===== src/rtl/qq_enq_feeder_pkg.sv =====
// qq_pkg: shared types and constants for the quickQueue ingress feeder.
//
// Contents:
//   QQ_DATA_W      width of each half of a queue entry
//   QQ_OCC_W       width of the queue occupancy / array_size fields
//   qq_entry_t     packed {lt, rt} entry as buffered by the skid FIFO
//   feeder_state_t informational feeder FSM state
package qq_pkg;

   localparam int QQ_DATA_W = 32;
   localparam int QQ_OCC_W  = 8;

   typedef struct packed {
      logic [QQ_DATA_W-1:0] lt;
      logic [QQ_DATA_W-1:0] rt;
   } qq_entry_t;

   typedef enum logic [1:0] {
      IDLE  = 2'd0,
      ISSUE = 2'd1,
      STALL = 2'd2
   } feeder_state_t;

endpackage


===== src/rtl/qq_enq_feeder_if.sv =====
// qq_enq_feeder_if: producer-side valid/ready stream carrying one entry pair.
//
// Signals:
//   s_valid    producer has an entry
//   s_ready    feeder can accept an entry this cycle
//   s_data_lt  left word of the entry
//   s_data_rt  right word of the entry
//
// Modports:
//   master  producer side (drives valid and data)
//   slave   feeder side (drives ready)
interface qq_enq_feeder_if #(
   parameter int DATA_W = 32
);

   logic              s_valid;
   logic              s_ready;
   logic [DATA_W-1:0] s_data_lt;
   logic [DATA_W-1:0] s_data_rt;

   modport master (
      output s_valid,
      output s_data_lt,
      output s_data_rt,
      input  s_ready
   );

   modport slave (
      input  s_valid,
      input  s_data_lt,
      input  s_data_rt,
      output s_ready
   );

endinterface


===== src/rtl/qq_enq_feeder_skid_fifo.sv =====
// qq_skid_fifo: small synchronous FIFO of qq_entry_t used as the feeder's
// skid buffer.
//
// Ports:
//   clk, rst   clock and asynchronous active-high reset
//   push       write wr_data this edge (ignored when full)
//   wr_data    entry to write
//   pop        discard the head entry this edge (ignored when empty)
//   rd_data    current head entry (valid when !empty)
//   count      number of entries held, 0..DEPTH
//   full       count == DEPTH
//   empty      count == 0
module qq_skid_fifo
   import qq_pkg::*;
#(
   parameter int DEPTH = 4,
   parameter int PTR_W = (DEPTH > 1) ? $clog2(DEPTH) : 1,
   parameter int CNT_W = PTR_W + 1
) (
   input  logic             clk,
   input  logic             rst,
   input  logic             push,
   input  qq_entry_t        wr_data,
   input  logic             pop,
   output qq_entry_t        rd_data,
   output logic [CNT_W-1:0] count,
   output logic             full,
   output logic             empty
);

   qq_entry_t        mem [DEPTH];
   logic [PTR_W-1:0] wr_ptr;
   logic [PTR_W-1:0] rd_ptr;
   logic             do_push;
   logic             do_pop;

   assign full    = (count == CNT_W'(DEPTH));
   assign empty   = (count == '0);
   assign do_push = push && !full;
   assign do_pop  = pop && !empty;
   assign rd_data = mem[rd_ptr];

   // Storage carries no reset: an entry is only ever read after the count
   // says it was written, so stale contents are never observed.
   always_ff @(posedge clk) begin
      if (do_push) begin
         mem[wr_ptr] <= wr_data;
      end
   end

   // Pointers wrap naturally because DEPTH is a power of two; the separate
   // count is what tells a full FIFO apart from an empty one.
   always_ff @(posedge clk or posedge rst) begin
      if (rst) begin
         wr_ptr <= '0;
         rd_ptr <= '0;
         count  <= '0;
      end else begin
         if (do_push) begin
            wr_ptr <= wr_ptr + PTR_W'(1);
         end
         if (do_pop) begin
            rd_ptr <= rd_ptr + PTR_W'(1);
         end
         count <= count + CNT_W'(do_push) - CNT_W'(do_pop);
      end
   end

endmodule


===== src/rtl/qq_enq_feeder.sv =====
// qq_enq_feeder: ingress stage directly upstream of quickQueueTop.
//
// Accepts entry pairs over a valid/ready stream, buffers them in a skid
// FIFO and issues single-cycle enq pulses with registered data into the
// queue. The queue has no full flag, so this block keeps its own count of
// resident entries (its enq pulses minus the queue's deq pulses) and only
// issues while that count is below array_size.
//
// Ports:
//   clk, rst     clock and asynchronous active-high reset
//   prod         producer stream (qq_enq_feeder_if.slave)
//   array_size   queue capacity currently configured
//   deq_i        copy of the deq strobe driven into the queue
//   enq          enqueue strobe to the queue
//   data_lt_o    left word to the queue
//   data_rt_o    right word to the queue
//   occupancy    entries believed resident in the queue
//   q_full       occupancy >= array_size
//   q_empty      occupancy == 0
//
// Optional feature (macro QQ_FEEDER_STATS_EN):
//   stall_cycles saturating count of cycles spent in STALL
//   drop_deq     saturating count of deq_i pulses ignored at occupancy 0
module qq_enq_feeder
   import qq_pkg::*;
#(
   parameter int FIFO_DEPTH = 4,
   parameter int DATA_W     = QQ_DATA_W,
   parameter int OCC_W      = QQ_OCC_W
) (
   input  logic               clk,
   input  logic               rst,
   qq_enq_feeder_if.slave     prod,
   input  logic [OCC_W-1:0]   array_size,
   input  logic               deq_i,
   output logic               enq,
   output logic [DATA_W-1:0]  data_lt_o,
   output logic [DATA_W-1:0]  data_rt_o,
   output logic [OCC_W-1:0]   occupancy,
   output logic               q_full,
   output logic               q_empty
`ifdef QQ_FEEDER_STATS_EN
   ,
   output logic [15:0]        stall_cycles,
   output logic [15:0]        drop_deq
`endif
);

   localparam int PTR_W = (FIFO_DEPTH > 1) ? $clog2(FIFO_DEPTH) : 1;
   localparam int CNT_W = PTR_W + 1;

   qq_entry_t        wr_entry;
   qq_entry_t        head;
   logic [CNT_W-1:0] fifo_count;
   logic [CNT_W-1:0] count_next;
   logic             fifo_full;
   logic             fifo_empty;
   logic             push;
   logic             issue;
   logic             deq_eff;
   logic [OCC_W-1:0] occ_next;
   feeder_state_t    state;
   feeder_state_t    state_next;

   assign wr_entry.lt = prod.s_data_lt;
   assign wr_entry.rt = prod.s_data_rt;

   // Ready depends only on the registered FIFO count, never on this cycle's
   // pop, so there is no combinational path from the queue side to s_ready.
   assign prod.s_ready = !fifo_full;
   assign push         = prod.s_valid && prod.s_ready;

   // The issue rule uses registered occupancy only: a credit returned by
   // deq_i becomes usable one edge later.
   assign issue   = !fifo_empty && (occupancy < array_size);
   assign deq_eff = deq_i && (occupancy != '0);

   assign q_full  = (occupancy >= array_size);
   assign q_empty = (occupancy == '0);

   qq_skid_fifo #(
      .DEPTH   (FIFO_DEPTH)
   ) u_fifo (
      .clk     (clk),
      .rst     (rst),
      .push    (push),
      .wr_data (wr_entry),
      .pop     (issue),
      .rd_data (head),
      .count   (fifo_count),
      .full    (fifo_full),
      .empty   (fifo_empty)
   );

   // Occupancy bookkeeping: an issue and an accepted deq in the same cycle
   // cancel out; a deq seen while empty is ignored rather than underflowing.
   always_comb begin
      occ_next = occupancy;
      if (issue && !deq_eff) begin
         occ_next = occupancy + OCC_W'(1);
      end else if (!issue && deq_eff) begin
         occ_next = occupancy - OCC_W'(1);
      end
   end

   // Queue-side outputs: enq is a one-cycle strobe, data holds its last
   // value between strobes.
   always_ff @(posedge clk or posedge rst) begin
      if (rst) begin
         enq       <= 1'b0;
         data_lt_o <= '0;
         data_rt_o <= '0;
         occupancy <= '0;
      end else begin
         enq       <= issue;
         occupancy <= occ_next;
         if (issue) begin
            data_lt_o <= head.lt;
            data_rt_o <= head.rt;
         end
      end
   end

   // The FSM is a status view of the post-update FIFO count and occupancy;
   // the issue rule above does not depend on it.
   always_ff @(posedge clk or posedge rst) begin
      if (rst) begin
         state <= IDLE;
      end else begin
         state <= state_next;
      end
   end

   always_comb begin
      state_next = IDLE;
      count_next = fifo_count + CNT_W'(push) - CNT_W'(issue);
      if (count_next == '0) begin
         state_next = IDLE;
      end else if (occ_next < array_size) begin
         state_next = ISSUE;
      end else begin
         state_next = STALL;
      end
   end

`ifdef QQ_FEEDER_STATS_EN
   // Saturating statistics counters for stalls and ignored deq pulses.
   always_ff @(posedge clk or posedge rst) begin
      if (rst) begin
         stall_cycles <= '0;
         drop_deq     <= '0;
      end else begin
         if ((state == STALL) && (stall_cycles != 16'hFFFF)) begin
            stall_cycles <= stall_cycles + 16'd1;
         end
         if (deq_i && (occupancy == '0) && (drop_deq != 16'hFFFF)) begin
            drop_deq <= drop_deq + 16'd1;
         end
      end
   end
`endif

endmodule


===== src/flat_wrapper.sv =====
// flat-port wrapper written by rule: the top's interface ports become plain ports
module qq_enq_feeder_flat import qq_pkg::*;
#(
   parameter int FIFO_DEPTH = 4,
   parameter int DATA_W     = QQ_DATA_W,
   parameter int OCC_W      = QQ_OCC_W
)
  (clk, rst, array_size, deq_i, enq, data_lt_o, data_rt_o, occupancy, q_full, q_empty, prod_s_valid, prod_s_data_lt, prod_s_data_rt, prod_s_ready);
  qq_enq_feeder_if #(.DATA_W(DATA_W)) prod_i ();
  input  logic clk;
  input  logic rst;
  input  logic [OCC_W-1:0] array_size;
  input  logic deq_i;
  output logic enq;
  output logic [DATA_W-1:0] data_lt_o;
  output logic [DATA_W-1:0] data_rt_o;
  output logic [OCC_W-1:0] occupancy;
  output logic q_full;
  output logic q_empty;
  input wire logic [$bits(prod_i.s_valid)-1:0] prod_s_valid;
  input wire logic [$bits(prod_i.s_data_lt)-1:0] prod_s_data_lt;
  input wire logic [$bits(prod_i.s_data_rt)-1:0] prod_s_data_rt;
  output wire logic [$bits(prod_i.s_ready)-1:0] prod_s_ready;
  assign prod_i.s_valid = prod_s_valid;
  assign prod_i.s_data_lt = prod_s_data_lt;
  assign prod_i.s_data_rt = prod_s_data_rt;
  assign prod_s_ready = prod_i.s_ready;
  qq_enq_feeder #(.FIFO_DEPTH(FIFO_DEPTH), .DATA_W(DATA_W), .OCC_W(OCC_W)) u_core (.clk(clk), .rst(rst), .prod(prod_i), .array_size(array_size), .deq_i(deq_i), .enq(enq), .data_lt_o(data_lt_o), .data_rt_o(data_rt_o), .occupancy(occupancy), .q_full(q_full), .q_empty(q_empty));
endmodule

===== config.mk =====
export PLATFORM = sky130hd
export DESIGN_NAME = qq_enq_feeder_flat
export DESIGN_NICKNAME = d
export VERILOG_FILES = /design/src/rtl/qq_enq_feeder_pkg.sv /design/src/rtl/qq_enq_feeder_if.sv /design/src/rtl/qq_enq_feeder_skid_fifo.sv /design/src/rtl/qq_enq_feeder.sv /design/src/flat_wrapper.sv
export SDC_FILE = /design/constraint.sdc
export NUM_CORES = 1
export LEC_CHECK = 0
export BUFFER_PORTS_ARGS = -buffer_cell sky130_fd_sc_hd__buf_4
export CORE_MARGIN = 5
export CORE_UTILIZATION = 60
export CTS_CLUSTER_SIZE = 30
export DETAILED_ROUTE_END_ITERATION = 7
export GPL_ROUTABILITY_DRIVEN = 1
export PLACE_DENSITY = 0.82
export SLEW_MARGIN = 25
export SYNTH_ARGS = -nofsm -noshare
export SYNTH_HDL_FRONTEND = slang
export SYNTH_SLANG_ARGS = --single-unit

===== constraint.sdc =====
create_clock -name clk -period 9.5 [get_ports clk]
set_input_delay 2.375 -clock clk [delete_from_list [all_inputs] [get_ports clk]]
set_output_delay 2.375 -clock clk [all_outputs]
set_load 0.05 [all_outputs]

==> impl_metrics.py, run 1 <==
metrics = {
    "status": {
        "status": "completed",
    },
    "cts": {
        "worstSkewPairLatency_ns": 0.49,
        "cts_tree": "built",
        "htree_levels": 2,
        "clock_path_buffers": 3,
        "cts_hold_buf": 0,
        "ctsResizeCount": 0,
        "clk_pin_slew_worst_paths_ns": 0.06,
        "cts_root_buf": "clkbuf_16",
        "cts.sinks": 336,
        "numCtsBuffers": 35,
        "cts_setup_buffers": 0,
    },
    "floorplanning": {
        "die_x_um": 157,
        "dieArea_mm2": 0.0247,
        "row_count": 53,
        "start_util": 0.614,
        "core_area_mm2": 0.0212,
        "die_h_um": 157,
        "num_io_pins": 152,
    },
    "setup_path": {
        "slowest_stage": "ha_1",
        "worstSetupPathType": "in -> out",
        "crit_chain": "buf_4 > inv_1 > ha_1 > nor2b_4 > o211ai_2 > nand2_1 > a41oi_1 > o21ai_0 > buf_4",
        "crit_top_cell": "buf_4",
        "setup.worst_path.end_class": "output pin",
        "cpLargestDelayFamily": "compound AO/OA/AOI/OAI gates",
        "start_kind": "primary input",
        "arrival_ns": 3.71,
        "path_max_fanout": 2,
        "worst-path-buf-inv": 3,
        "cp.required_ns": 7.13,
        "cpPeakStageDelay_ns": 0.30,
    },
    "yosys": {
        "syn_nets": 703,
        "synth-xor-area-share": 0.00740,
        "netlist_instances": 604,
        "yosys.cell_types.count": 37,
        "seq_area_frac_synth": 0.744,
        "ys_warn_count": 0,
        "ys_top_cells_by_area": "edfxtp_1, dfrtp_1, mux4_2, mux2_4, mux2_2",
        "avgSynthCellArea_um2": 21.6,
        "ys_ff_latch": 336,
        "synth_compound_area_frac": 0.0162,
        "synth_top_family_by_area": "multiplexers",
        "netlist.area_leader.share": 0.590,
        "netlist_area_mm2": 0.0130,
        "synthMuxAreaShare": 0.179,
        "synthAdderAreaFrac": 0.0233,
        "synthSimpleGateAreaFrac": 0.0123,
        "synth_largest_area_cell": "edfxtp_1",
    },
    "sta": {
        "slew_violations": 0,
        "timing.setup.tns_ns": 0,
        "clock.fmax_mhz": 164,
        "worst_slew_pin_slew_ns": 1.05,
        "finalSetupViolCount": 0,
        "min_period_ns": 6.08,
        "hold_violations": 0,
        "period_share": 0.640,
        "maxSlewHeadroom": 0.298,
        "rsz0062_at_grt": "no",
        "skew_ns": 0.0101,
    },
    "drt": {
        "routed_wirelength_um": 25100,
        "dr.first_iter.drc_count": 321,
        "num_vias": 6220,
        "viasPerCell": 5.79,
        "drt-pass1-iter-count": 4,
        "ant_nets": 0,
        "avgRoutedWirePerCell_um": 23.4,
        "drc": 0,
    },
    "grt": {
        "antenna_found_initial": 0,
        "grt_pass1_wl_um": 38700,
        "grt_max_degree": 66,
        "grt_pass1_vias": 6901,
        "globalRoute.totalOverflow": 0,
        "grt_usage": 0.206,
    },
    "power": {
        "clkPwrFrac": 0.218,
        "internal_power_mw": 3.91,
        "power_density_mw_per_mm2": 391,
        "ir_worst_vdd_mv": 0.235,
        "p_leak_nw": 5.86,
        "seqPwrFrac": 0.377,
        "p_sw_mw": 2.18,
        "sw_frac_of_total": 0.359,
        "p_comb_frac": 0.405,
    },
    "finish": {
        "syn_to_final_growth_pct": 19.5,
        "final-seq-area_mm2": 0.00970,
        "diodes": 0,
        "drive_gt1_frac": 0.439,
        "fin_cells": 1074,
        "n_fill_cell": 1244,
        "final_cell_mix": "edfxtp_1, buf_4, dfrtp_1",
        "multiInputGateArea_mm2": 0.00312,
        "final_common_cell": "edfxtp_1",
        "nets": 873,
    },
    "placement": {
        "place_inst": 1010,
        "gp_congestion": 0.852,
        "port_buffers": 151,
        "dp_hpwl_um": 14300,
    },
    "hold_path": {
        "hp-class": "reg -> reg",
    },
    "job": {
        "max_cap_viol_count": 0,
    },
}
[power by group through the flow]
stage                     Sequential, mW  Combinational, mW  Clock (mW)
final                               2.30               2.47        1.33
after global routing                2.34               2.62        1.42
after CTS                           2.31               2.48        1.35
after detailed placement            2.33               2.45           0
after global placement              2.30               2.38           0
after floorplan                     2.75               1.40           0
[area by class of cell]
| class | count | share of cell area |
|---|---|---|
| Tap cell | 275 | 0.0221 |
| Multi-Input combinational cell | 228 | 0.201 |
| Timing Repair Buffer | 156 | 0.0771 |
| Clock buffer | 45 | 0.0619 |
| Sequential cell | 336 | 0.623 |
| Inverter | 17 | 0.00426 |
| Clock inverter | 17 | 0.0109 |
[worst paths after layout]
kind | slack (ns) | to | cells past startpoint | start
max reg2reg | 5.20 | u_core.occupancy[7] | 13 | u_core.occupancy[1]
max | 3.42 | q_full | 9 | array_size[1]
min | 0.51 | u_core.data_rt_o[23] | 1 | u_core.data_rt_o[23]
min in group asynchronous | 1.88 | u_core.data_rt_o[21] | 2 | rst
max in group asynchronous | 6.36 | u_core.u_fifo.rd_ptr[0] | 3 | rst
min reg2reg | 0.51 | u_core.data_rt_o[23] | 1 | u_core.data_rt_o[23]
[stage by stage]
stage           util  power [mW]  hold slack, ns  instance area (um2)  setup slack, ns
5_1_grt        0.733        6.38           0.528                15600             3.37
2_1_floorplan      -        4.15           0.504                13000             3.03
6_report       0.733        6.09           0.511                15600             3.42
4_1_cts        0.732        6.13           0.513                15500             3.43
3_3_place_gp   0.678        4.68           0.495                14400             3.56
3_5_place_dp   0.678        4.78           0.494                14400             3.31
[per-layer routing]
layer / track usage / part of all wire / up-vias
met5: 0 / 0 / -
met4: 0.0447 / 0.016 / 0
met3: 0.0404 / 0.053 / 35
met2: 0.369 / 0.54 / 189
met1: 0.265 / 0.40 / 3238
li1: - / - / 2758
[cell usage after synthesis]
| cell type | number |
|---|---|
| xnor2_1 | 6 |
| a31oi_1 | 1 |
| dfrtp_1 | 80 |
| o2bb2ai_1 | 1 |
| mux2_2 | 28 |
| mux2_4 | 38 |
| or4_1 | 2 |
| nand2_1 | 12 |
| buf_6 | 10 |
| clkbuf_1 | 5 |
| o211ai_2 | 1 |
| buf_1 | 3 |
| a211oi_1 | 2 |
| xor2_1 | 5 |
| o21bai_1 | 3 |
| nand4_1 | 1 |
| inv_1 | 17 |
| nor2_1 | 5 |
| nor3_1 | 2 |
| buf_2 | 5 |
| o21a_1 | 1 |
| a221oi_1 | 1 |
| nor2b_4 | 1 |
| mux4_2 | 64 |
| nor3b_1 | 1 |
| and2_1 | 1 |
| and3_1 | 5 |
| a21oi_2 | 1 |
| a21oi_1 | 8 |
| a41oi_1 | 1 |
| fa_1 | 2 |
| ha_1 | 21 |
| o21ai_0 | 10 |
| a21o_1 | 1 |
| edfxtp_1 | 256 |
| o31ai_1 | 2 |
| nor2_2 | 1 |
[sequential cells by signal, indices dropped and copies added (netlist names)]
signal                flops
u_core.data_rt_o         32
u_core.u_fifo.wr_ptr      2
u_core.u_fifo.rd_ptr      2
u_core.u_fifo.count       3
u_core.data_lt_o         32
u_core.occupancy          8
u_core.u_fifo.mem       256
u_core.enq                1
[logic make-up after synthesis]
| family | after synthesis |
|---|---|
| AOI/OAI and AO/OA | 33 |
| muxes | 130 |
| adders and majority gates | 23 |
| buffers and inverters | 40 |
| DFF | 336 |
| xor gates and xnor gates | 11 |
| and+or+nand+nor | 31 |
(Power assumes the default switching activity.)
==> run 2, diff against run 1 <==
--- a/config.mk
+++ b/config.mk
@@ -5,13 +5,14 @@
 export SDC_FILE = /design/constraint.sdc
 export NUM_CORES = 1
 export LEC_CHECK = 0
+export ABC_AREA = 1
 export BUFFER_PORTS_ARGS = -buffer_cell sky130_fd_sc_hd__buf_4
 export CORE_MARGIN = 5
-export CORE_UTILIZATION = 60
+export CORE_UTILIZATION = 53
 export CTS_CLUSTER_SIZE = 30
 export DETAILED_ROUTE_END_ITERATION = 7
 export GPL_ROUTABILITY_DRIVEN = 1
-export PLACE_DENSITY = 0.82
+export PLACE_DENSITY = 0.76
 export SLEW_MARGIN = 25
 export SYNTH_ARGS = -nofsm -noshare
 export SYNTH_HDL_FRONTEND = slang
==> constraint.sdc (replaced) <==
create_clock -name clk -period 4.9 [get_ports clk]
set_input_delay 1.225 -clock clk [delete_from_list [all_inputs] [get_ports clk]]
set_output_delay 1.225 -clock clk [all_outputs]
set_load 0.05 [all_outputs]
==> run 2 against run 1 <==
Effect of this change: sequential share of layout area is 5.8 points lower; final cell count grew 77%; largest power group unchanged; via count rose by 57%; largest cell class unchanged; synthesized area grew 11%.
==> impl_metrics.py, run 2 <==
metrics = {
    "cts": {
        "ctsResizeCount": 0,
        "clock_path_buffers": 3,
        "htree_levels": 2,
        "numCtsBuffers": 36,
        "worstSkewPairLatency_ns": 0.52,
        "cts_setup_buffers": 0,
        "cts.sinks": 336,
        "cts_root_buf": "clkbuf_16",
        "cts_tree": "built",
        "clk_pin_slew_worst_paths_ns": 0.06,
        "cts_hold_buf": 0,
    },
    "placement": {
        "dp_slack_ns": 1.04,
        "gp_congestion": 0.779,
        "place_inst": 1833,
        "dp_hpwl_um": 17500,
        "port_buffers": 151,
    },
    "hold_path": {
        "hold_end": "u_core.data_rt_o[12]",
        "hp-start": "u_core.data_rt_o[12]",
        "hp-class": "reg -> reg",
        "hold-path-cell-count": 2,
    },
    "setup_path": {
        "worstSetupPathType": "in -> out",
        "r2r_setup_slack_ns": 1.85,
        "path_max_fanout": 13,
        "start_kind": "primary input",
        "crit-reg2reg-launch": "u_core.occupancy[7]",
        "crit_top_cell": "buf_4",
        "crit_chain": "buf_4 > inv_1 > ha_1 > nand2_1 > nor2_1 > nand2_4 > nand3_1 > buf_4",
        "timing.rr.end": "u_core.occupancy[5]",
        "slowest_stage": "ha_1",
        "setup.worst_path.end_class": "output pin",
        "cpPeakStageDelay_ns": 0.28,
        "r2r_cells": 14,
        "cp.required_ns": 3.67,
        "arrival_ns": 2.46,
    },
    "yosys": {
        "avgSynthCellArea_um2": 10.4,
        "async_flop_share": 0.238,
        "yosys.cell_types.count": 25,
        "synth_largest_area_cell": "edfxtp_1",
        "yosys-top-cells-count": "nand2_1, edfxtp_1, inv_1",
        "netlist_instances": 1397,
        "ys_ff_latch": 336,
        "netlist_area_mm2": 0.0145,
        "seq_area_frac_synth": 0.668,
        "netlist.area_leader.share": 0.530,
        "syn_nets": 1496,
        "synth_edf_count": 256,
        "ys.flop_type": "edfxtp_1",
        "ys_warn_count": 0,
        "ys_top_cells_by_area": "edfxtp_1, dfrtp_1, nand2_1, inv_1, nor2_1",
        "synth_most_common_cell": "nand2_1",
    },
    "sta": {
        "skew_ns": 0.0254,
        "rsz0062_at_grt": "no",
        "hold_violations": 0,
        "fin_hold_ws_ns": 0.469,
        "maxSlewHeadroom": 0.410,
        "period_share": 0.753,
        "worst_slew_pin_slew_ns": 0.885,
        "slew_violations": 0,
        "clock.fmax_mhz": 271,
        "timing.setup.tns_ns": 0,
        "finalSetupViolCount": 0,
        "fin_ws_ns": 1.21,
        "min_period_ns": 3.69,
    },
    "grt": {
        "grt_pass1_vias": 9631,
        "grt_pass1_wl_um": 48700,
        "grt_usage": 0.197,
        "antenna_found_initial": 1,
        "globalRoute.totalOverflow": 0,
        "grt_max_degree": 146,
    },
    "finish": {
        "fin_cells": 1899,
        "top_register": "u_core.u_fifo.mem",
        "syn_to_final_growth_pct": 18.3,
        "largest_register_ffs": 256,
        "final_cell_mix": "nand2_1, edfxtp_1, inv_1",
        "nets": 1630,
        "final-seq-area_mm2": 0.00969,
        "final_common_cell": "nand2_1",
        "n_fill_cell": 2079,
        "biggestRegsByFlops": "u_core.u_fifo.mem (256), u_core.data_lt_o (32), u_core.data_rt_o (32)",
        "drive_gt1_frac": 0.189,
        "multiInputGateArea_mm2": 0.00387,
    },
    "drt": {
        "viasPerCell": 5.15,
        "routed_wirelength_um": 30700,
        "num_vias": 9774,
        "drt-pass1-iter-count": 5,
        "drc": 0,
        "ant_nets": 0,
        "avgRoutedWirePerCell_um": 16.2,
        "dr.first_iter.drc_count": 775,
    },
    "floorplanning": {
        "num_io_pins": 152,
        "die_h_um": 175,
        "core_area_mm2": 0.0270,
        "start_util": 0.538,
        "die_x_um": 175,
        "dieArea_mm2": 0.0308,
        "row_count": 60,
    },
    "power": {
        "p_leak_nw": 7.76,
        "power_density_mw_per_mm2": 727,
        "ir_worst_vdd_mv": 0.432,
    },
    "status": {
        "status": "completed",
    },
    "job": {
        "max_cap_viol_count": 0,
    },
}
run 2: kinds of logic after synthesis:
family                   Yosys count  synth area share
XOR/XNOR                           6           0.00362
AO/OA/AOI/OAI                     13           0.00483
adder cells (fa/ha/maj)           23            0.0209
buffers and inverters            236            0.0690
AND/OR/NAND/NOR                  783             0.233
flip-flops                       336             0.668
run 2: stage by stage:
step	power [mW]	cell area [um2]	utilization
after floorplan	8.33	14500	-
after global placement	9.56	15900	0.590
after detailed placement	9.73	15900	0.590
after CTS	12.5	17100	0.635
after global routing	13.3	17200	0.636
final	12.5	17200	0.636
run 2: worst max-delay path by stage:
stage	from	end	slack, ns	cells past startpoint
floorplan	prod_s_valid	u_core.u_fifo.mem[0][0]	0.29	2
global placement	array_size[7]	u_core.occupancy[7]	1.15	16
detailed placement	array_size[7]	u_core.occupancy[5]	1.04	16
CTS	array_size[7]	q_full	1.22	8
global route	array_size[7]	q_full	1.12	8
finish	array_size[7]	q_full	1.21	8
run 2: where the power goes:
| part | switching [mW] | leakage [nW] | internal [mW] |
|---|---|---|---|
| clock | 1.06 | 0.585 | 1.70 |
| combinational | 3.73 | 3.87 | 1.68 |
| sequential | 0.381 | 3.31 | 3.92 |
run 2: layout make-up:
| cell class | instances | area share |
|---|---|---|
| clock buffer | 48 | 0.0582 |
| inverter | 166 | 0.0368 |
| timing repair buffer | 166 | 0.0760 |
| antenna | 1 | 0.000146 |
| tap | 341 | 0.0249 |
| multi-input combinational | 825 | 0.226 |
| sequential | 336 | 0.565 |
| clock inverter | 16 | 0.0133 |
run 2: per-layer routing:
metal	routed length (um)	global-route usage
met5	0	0
met4	897	0.0717
met3	1920	0.0402
met2	15600	0.349
met1	12300	0.240
run 2: worst max-delay path: cells and delay by family:
family,cells,cell delay [ns]
adder cells (fa/ha/maj),1,0.28
AND/OR/NAND/NOR,4,0.65
buffers and inverters,3,0.30
==> run 3, diff against run 2 <==
--- a/config.mk
+++ b/config.mk
@@ -5,14 +5,14 @@
 export SDC_FILE = /design/constraint.sdc
 export NUM_CORES = 1
 export LEC_CHECK = 0
-export ABC_AREA = 1
+export ABC_AREA = 0
 export BUFFER_PORTS_ARGS = -buffer_cell sky130_fd_sc_hd__buf_4
 export CORE_MARGIN = 5
-export CORE_UTILIZATION = 53
+export CORE_UTILIZATION = 58
 export CTS_CLUSTER_SIZE = 30
 export DETAILED_ROUTE_END_ITERATION = 7
 export GPL_ROUTABILITY_DRIVEN = 1
-export PLACE_DENSITY = 0.76
+export PLACE_DENSITY = 0.79
 export SLEW_MARGIN = 25
 export SYNTH_ARGS = -nofsm -noshare
 export SYNTH_HDL_FRONTEND = slang
==> constraint.sdc (replaced) <==
create_clock -name clk -period 3.6 [get_ports clk]
set_input_delay 0.9 -clock clk [delete_from_list [all_inputs] [get_ports clk]]
set_output_delay 0.9 -clock clk [all_outputs]
set_load 0.05 [all_outputs]
==> run 3 against run 2 <==
Effect of this change: sequential power is 43% higher; register-to-register slack worse by 1.5 ns; sequential cell count stayed put; global-route usage is 0.75 points higher; non-clock buffer count is 3 lower; routed wire length is 16% lower; final cell count is 43% lower; total power is 31% higher; sequential share of layout area is 5.4 points higher; combinational power is 21% higher.
==> impl_metrics.py, run 3 (synthesis gave the netlist of run 1 again) <==
metrics = {
    "hold_path": {
        "hp-class": "in -> async",
    },
    "sta": {
        "timing.setup.tns_ns": 0,
        "period_share": 0.894,
        "rsz0062_at_grt": "no",
        "min_period_ns": 3.22,
        "clock.fmax_mhz": 311,
        "hold_violations": 0,
        "slew_violations": 0,
        "maxSlewHeadroom": 0.326,
        "worst_slew_pin_slew_ns": 1.01,
        "finalSetupViolCount": 0,
        "skew_ns": 0.0208,
    },
    "setup_path": {
        "start_kind": "primary input",
        "arrival_ns": 3.63,
        "worstSetupPathType": "in -> reg",
        "setup.worst_path.end_class": "flop",
        "cp.required_ns": 4.01,
        "path_max_fanout": 8,
    },
    "cts": {
        "numCtsBuffers": 35,
        "cts_root_buf": "clkbuf_16",
        "cts_tree": "built",
        "clk_pin_slew_worst_paths_ns": 0.06,
        "ctsResizeCount": 0,
        "cts_hold_buf": 0,
        "htree_levels": 2,
        "cts_setup_buffers": 0,
        "clock_path_buffers": 3,
        "cts.sinks": 336,
        "worstSkewPairLatency_ns": 0.50,
    },
    "grt": {
        "antenna_found_initial": 0,
        "grt_usage": 0.205,
        "grt_pass1_vias": 7162,
        "globalRoute.totalOverflow": 0,
        "grt_max_degree": 68,
        "grt_pass1_wl_um": 40600,
    },
    "job": {
        "max_cap_viol_count": 0,
    },
    "placement": {
        "port_buffers": 151,
        "place_inst": 1024,
        "gp_congestion": 0.763,
        "dp_hpwl_um": 15400,
    },
    "drt": {
        "avgRoutedWirePerCell_um": 23.6,
        "drt-pass1-iter-count": 5,
        "routed_wirelength_um": 25700,
        "drc": 0,
        "num_vias": 6308,
        "ant_nets": 0,
        "viasPerCell": 5.81,
        "dr.first_iter.drc_count": 442,
    },
    "power": {
        "ir_worst_vdd_mv": 0.646,
        "finalPower_mw": 16.3,
        "power_density_mw_per_mm2": 1040,
        "p_leak_nw": 5.91,
    },
    "floorplanning": {
        "dieArea_mm2": 0.0255,
        "core_area_mm2": 0.0220,
        "die_h_um": 160,
        "start_util": 0.593,
        "num_io_pins": 152,
        "die_x_um": 160,
        "row_count": 54,
    },
    "finish": {
        "biggestRegsByFlops": "u_core.u_fifo.mem (256), u_core.data_lt_o (32), u_core.data_rt_o (32)",
        "drive_gt1_frac": 0.442,
        "largest_register_ffs": 256,
        "fin_cells": 1086,
        "nets": 880,
        "final_common_cell": "edfxtp_1",
        "syn_to_final_growth_pct": 20.3,
        "diodes": 0,
        "final_cell_mix": "edfxtp_1, buf_4, dfrtp_1",
        "n_fill_cell": 1315,
        "top_register": "u_core.u_fifo.mem",
    },
    "status": {
        "status": "completed",
    },
}
[run 3: changes by cell type in the layout (fill, tap and decap cells not counted), moves of 4 or more]
cell and delta:
nor2_4 -4, and3_4 +4, o21ai_0 +6, xnor2_1 +4
mux4_2 +64, nand3_1 -75, nand4_1 -67, mux2_2 +28
mux2_4 +38, inv_1 -148, or2_2 -66, nor2_1 -133
nand2_1 -414
[run 3: final timing paths]
check / startpoint / endpoint / slack (ns) / cells past startpoint
worst max-delay path: array_size[7] / u_core.occupancy[7] / 0.38 / 15
worst min-delay path: rst / u_core.data_rt_o[21] / 0.49 / 2
worst max register to register: u_core.occupancy[0] / u_core.occupancy[7] / 0.40 / 10
worst min register to register: u_core.data_rt_o[2] / u_core.data_rt_o[2] / 0.51 / 1
max in group asynchronous: rst / u_core.data_rt_o[19] / 2.45 / 3
min in group clk: u_core.data_rt_o[2] / u_core.data_rt_o[2] / 0.51 / 1
[run 3: metrics by stage]
step,instance area [um2],hold slack (ns),util,setup WS [ns]
after floorplan,13000,0.504,-,0.00472
after global placement,14500,0.492,0.661,0.0735
after detailed placement,14500,0.498,0.661,-0.0750
after CTS,15700,0.503,0.713,0.409
after global routing,15700,0.527,0.713,0.241
final,15700,0.493,0.713,0.380
[run 3: routing by layer]
layer | vias up | wire [um] | GRT usage
met5 | - | 0 | 0
met4 | 0 | 623 | 0.0575
met3 | 53 | 1730 | 0.0503
met2 | 201 | 13300 | 0.353
met1 | 3296 | 9970 | 0.262
li1 | 2758 | - | -
[run 3: layout make-up]
type	instances	area, um2	area share
sequential	336	9700	0.619
multi-input combinational	228	3140	0.201
timing repair buffer	163	1260	0.0805
clock buffer	48	945	0.0603
tap	280	350	0.0224
clock inverter	14	200	0.0128
inverter	17	66.3	0.00423
[run 3: report_power, final]
group          total (mW)  internal (mW)  switching [mW]
Combinational        6.55           2.93            3.62
Clock                3.59           2.20            1.39
Sequential           6.14           5.34           0.796
Total                16.3           10.5            5.81
[run 3: critical path, stage by stage]
cell and delay, ns:
buf_4 0.08, inv_1 0.03, ha_1 0.32, a21oi_1 0.16, o21a_1 0.17, o31ai_1 0.13, nor2_4 0.16, ha_4 0.17
inv_2 0.09, ha_1 0.31, a211oi_2 0.28, nor2_1 0.13, a31oi_1 0.22, mux2_2 0.35, o2bb2ai_1 0.13
